==> src/rtl/alu_arbiter.sv <==
// alu_arbiter: two requesters share one external combinational ALU, with one operation in flight at a time.
// Define ALU_ARB_RR_EN for round-robin arbitration; otherwise requester 0 has fixed priority.
module alu_arbiter (
  input  logic        clk,
  input  logic        rst,
  input  logic        Req0Valid,
  input  logic [31:0] Req0A,
  input  logic [31:0] Req0B,
  input  logic [3:0]  Req0Ctrl,
  output logic        Req0Ready,
  input  logic        Req1Valid,
  input  logic [31:0] Req1A,
  input  logic [31:0] Req1B,
  input  logic [3:0]  Req1Ctrl,
  output logic        Req1Ready,
  output logic [31:0] AluA,
  output logic [31:0] AluB,
  output logic [3:0]  AluCtrl,
  input  logic [31:0] AluOut,
  output logic        RespValid,
  output logic        RespTag,
  output logic [31:0] RespData,
  input  logic        RespReady
);
  typedef enum logic [1:0] {IDLE, EXEC, RESP} state_t;
  state_t      state_q, state_d;
  logic [31:0] a_q, a_d, b_q, b_d, data_q, data_d;
  logic [3:0]  ctrl_q, ctrl_d;
  logic        idx_q, idx_d, tag_q, tag_d;
  logic        grant, accept;
`ifdef ALU_ARB_RR_EN
  logic        ptr_q, ptr_d;
  assign grant = (Req0Valid & Req1Valid) ? ptr_q : Req1Valid;
`else
  assign grant = ~Req0Valid;
`endif
  // Ready is gated by rst so both stay low throughout reset
  assign Req0Ready = (state_q == IDLE) & ~rst & Req0Valid & ~grant;
  assign Req1Ready = (state_q == IDLE) & ~rst & Req1Valid & grant;
  assign accept    = Req0Ready | Req1Ready;
  assign AluA      = a_q;
  assign AluB      = b_q;
  assign AluCtrl   = ctrl_q;
  assign RespValid = state_q == RESP;
  assign RespTag   = tag_q;
  assign RespData  = data_q;
  always_comb begin
    state_d = state_q;
    a_d     = a_q;
    b_d     = b_q;
    ctrl_d  = ctrl_q;
    idx_d   = idx_q;
    data_d  = data_q;
    tag_d   = tag_q;
    state_d = state_q == IDLE ? (accept ? EXEC : IDLE) :
              state_q == EXEC ? RESP : (RespReady ? IDLE : RESP);
    a_d     = accept ? (grant ? Req1A : Req0A) : a_q;
    b_d     = accept ? (grant ? Req1B : Req0B) : b_q;
    ctrl_d  = accept ? (grant ? Req1Ctrl : Req0Ctrl) : ctrl_q;
    idx_d   = accept ? grant : idx_q;
    data_d  = state_q == EXEC ? AluOut : data_q;
    tag_d   = state_q == EXEC ? idx_q : tag_q;
  end
  always_ff @(posedge clk or posedge rst) begin
    if (rst) begin
      state_q <= IDLE;
      a_q     <= '0;
      b_q     <= '0;
      ctrl_q  <= 4'b1111;
      idx_q   <= 1'b0;
      data_q  <= '0;
      tag_q   <= 1'b0;
    end else begin
      state_q <= state_d;
      a_q     <= a_d;
      b_q     <= b_d;
      ctrl_q  <= ctrl_d;
      idx_q   <= idx_d;
      data_q  <= data_d;
      tag_q   <= tag_d;
    end
  end
`ifdef ALU_ARB_RR_EN
  // Pointer names the requester preferred on the next tie: the one just passed over
  assign ptr_d = accept ? ~grant : ptr_q;
  always_ff @(posedge clk or posedge rst) begin
    if (rst) ptr_q <= 1'b0;
    else ptr_q <= ptr_d;
  end
`endif
endmodule

==> config.mk <==
export PLATFORM = sky130hd
export DESIGN_NAME = alu_arbiter
export DESIGN_NICKNAME = d
export VERILOG_FILES = /design/src/rtl/alu_arbiter.sv
export SDC_FILE = /design/constraint.sdc
export NUM_CORES = 1
export LEC_CHECK = 0
export CAP_MARGIN = 20
export CORE_MARGIN = 2
export CORE_UTILIZATION = 40
export CTS_BUF_LIST = sky130_fd_sc_hd__clkbuf_4 sky130_fd_sc_hd__clkbuf_8 sky130_fd_sc_hd__clkbuf_16
export CTS_CLUSTER_DIAMETER = 200
export CTS_CLUSTER_SIZE = 28
export DETAILED_ROUTE_END_ITERATION = 10
export DONT_BUFFER_PORTS = 1
export GPL_ROUTABILITY_DRIVEN = 0
export GPL_TIMING_DRIVEN = 0
export PLACE_DENSITY = 0.63
export REMOVE_ABC_BUFFERS = 1
export SYNTH_ARGS = -nofsm -noshare
export SYNTH_HDL_FRONTEND = slang
export SYNTH_SLANG_ARGS = --single-unit
==> constraint.sdc <==
create_clock -name clk -period 4.4 [get_ports clk]
set_input_delay 0.88 -clock clk [delete_from_list [all_inputs] [get_ports clk]]
set_output_delay 0.88 -clock clk [all_outputs]
set_load 0.02 [all_outputs]
==> results.py <==
metrics = {
    "run_status": {
        "status": "complete, but fails checks",
        "violations": "design-rule violations",
    },
    "routing": {
        "ant_nets": 0,
        "vias": 2415,
        "drt-initial-drc-count": 108,
        "dr.pass1.iters": 7,
        "viasPerCell": 5.40,
        "wl_per_cell_um": 21.0,
        "wirelength_um": 9370,
        "drc": 20,
    },
    "cts": {
        "cts_root_buffer": "clkbuf_16",
        "hold_buffers": 0,
        "clk_pin_slew_ps": 70,
        "worstSkewPairLatency_ps": 340,
        "cts_inserted_buffers": 9,
        "cts.path.max_buffers": 2,
        "cts.sinks": 104,
        "cts_tree": "done",
        "cts_resized": 0,
        "cts.htree.levels": 3,
        "post_cts.repair.setup_buffers": 0,
    },
    "cells_and_area": {
        "drive_gt1_frac": 0.641,
        "final_core_util": 0.451,
        "area_delta_synth_final_pct": 9.26,
        "final_nets": 472,
        "fill_cells": 1022,
        "diodes": 0,
    },
    "timing": {
        "period_share": 0.532,
        "setup_violations": 0,
        "hold_viol_final": 0,
        "rsz0062_at_grt": "no",
        "fmax_mhz": 427,
        "fin_skew_ps": 7.55,
        "slew_headroom": 0.453,
        "drv_slew": 0,
        "finalCriticalPeriod_ps": 2340,
        "tightest_slew_ps": 821,
        "tns_ps": 0,
    },
    "setup_path": {
        "slowest_stage": "nor2_1",
        "slowest_delay_ps": 330,
        "cp-start-kind": "input port",
        "crit_path_max_fanout": 4,
        "critPathBufInv": 0,
        "required_ps": 3520,
        "cp_data_arrival_time_ps": 1460,
        "crit_chain": "nor3_4 -> nand2_1 -> nor2_1",
        "crit_family": "simple AND/OR/NAND/NOR gates",
        "crit_type": "input port to primary output",
        "end_kind": "primary output",
    },
    "logic_synthesis": {
        "syn_area_per_cell_sq_um": 15.6,
        "syn_area_sq_mm": 0.00476,
        "synth-seq-cells": 104,
        "synthDistinctLibCells": 18,
        "syn_inst": 305,
        "ys.warnings.count": 0,
        "ys_seq_area_frac": 0.548,
    },
    "global_routing": {
        "grt_pass1_vias": 2570,
        "grt_max_degree": 72,
        "grt_overflow": 0,
        "grt_usage": 0.145,
        "antenna_found_initial": 0,
        "grt_pass1_wl_um": 14200,
    },
    "placed_design": {
        "dp_hpwl_um": 6870,
        "place.port_buffers": 0,
    },
    "die": {
        "ios": 277,
        "die_height_um": 113,
        "coreArea_sq_mm": 0.0115,
        "initial_core_util": 0.413,
        "dieArea_sq_mm": 0.0128,
        "rows": 39,
        "fp.dieW_um": 113,
    },
    "run": {
        "max_cap_viol_count": 0,
    },
    "power_and_ir_drop": {
        "p_leak_nw": 2.12,
        "power.density_mw_per_mm2": 783,
        "peakVddDrop_mv": 0.386,
    },
    "worst_hold_path": {
        "hold_class": "flop to flop",
    },
}
==> cells in the final DEF (no fill, tap or decap), types with 2 or more instances in the layout <==
master and instances:
a21oi_1 2, dfrtp_1 100, mux2_4 9, dfstp_2 4
clkbuf_16 9, clkinvlp_4 2, nor2_1 3, mux2_2 160
bufinv_16 2
==> cell type report <==
| class | instances | area, sq um | share of cell area |
|---|---|---|---|
| clock buffer | 9 | 225 | 0.0433 |
| inverter | 1 | 6.26 | 0.00120 |
| timing repair buffer | 3 | 62.6 | 0.0120 |
| clock inverter | 7 | 104 | 0.0200 |
| multi-input combinational | 180 | 2010 | 0.387 |
| tap | 143 | 179 | 0.0344 |
| sequential | 104 | 2610 | 0.502 |
==> worst min-delay path, delay by kind of cell, from the launching register on <==
kind,cells,cell delay [ps]
AOI/OAI and AO/OA,1,40
DFF,1,340
and+or+nand+nor,1,70
==> routing by layer <==
metal  vias to the layer above  global-route usage  part of all wire
li1                       1073                   -                 -
met1                      1177               0.158              0.35
met2                       152               0.247              0.52
met3                        13              0.0568              0.11
met4                         0              0.0691             0.018
met5                         -                   0                 0
==> cell families after synthesis <==
group                  after synthesis  share of synthesized area
muxes                              169                      0.407
and+or+nand+nor                      8                     0.0105
DFF                                104                      0.548
AOI/OAI and AO/OA                    3                    0.00368
buffers and inverters               21                     0.0303
==> report_power, final <==
| part | leakage (nW) | internal [W] | switching [W] |
|---|---|---|---|
| clock | 0.154 | 0.000505 | 0.000360 |
| combinational | 0.751 | 0.000528 | 0.000262 |
| sequential | 1.22 | 0.00146 | 0.000955 |
==> Yosys cell counts, drive strengths merged <==
cell | number | area (sq um)
nor2b | 1 | 6.26
dfrtp | 100 | 2500
mux2 | 169 | 1940
a21oi | 2 | 10.0
buf | 13 | 114
nand2b | 1 | 6.26
and2 | 1 | 6.26
nor3 | 1 | 16.3
inv | 1 | 3.75
o21a | 1 | 7.51
nand2 | 1 | 3.75
nor2 | 3 | 11.3
clkbuf | 7 | 26.3
dfstp | 4 | 105
==> worst paths after layout <==
path,start,end,slack [ps],cells after the start
max,rst,Req1Ready,2060,3
min,idx_q$_DFFE_PP0P_,idx_q$_DFFE_PP0P_,500,2
max reg2reg,state_q[1]$_DFF_PP0_,AluA[21]$_DFFE_PP0P_,2430,4
min reg2reg,idx_q$_DFFE_PP0P_,idx_q$_DFFE_PP0P_,500,2
max in group asynchronous,rst,AluCtrl[3]$_DFFE_PP1P_,3170,2
min in group asynchronous,rst,RespData[12]$_DFFE_PP0N_,510,1
==> state kept, by name (all words and copies together), names as in the netlist <==
name	count
AluA	32
idx_q	1
AluB	32
RespData	32
state_q	2
AluCtrl	4
RespTag	1
==> stage by stage <==
stage | power, W | hold WS (ps) | setup WS (ps) | area (sq um) | std cells
6_report | 0.00407 | 496 | 2060 | 5200 | 447
5_1_grt | 0.00428 | 541 | 1950 | 5200 | 447
4_1_cts | 0.00413 | 502 | 2030 | 5200 | 447
3_5_place_dp | 0.00324 | 485 | 2020 | 4870 | 431
3_3_place_gp | 0.00322 | 482 | -325 | 4790 | 428
2_1_floorplan | 0.00301 | 459 | 794 | 4620 | 285
(Power assumes the default switching activity.)
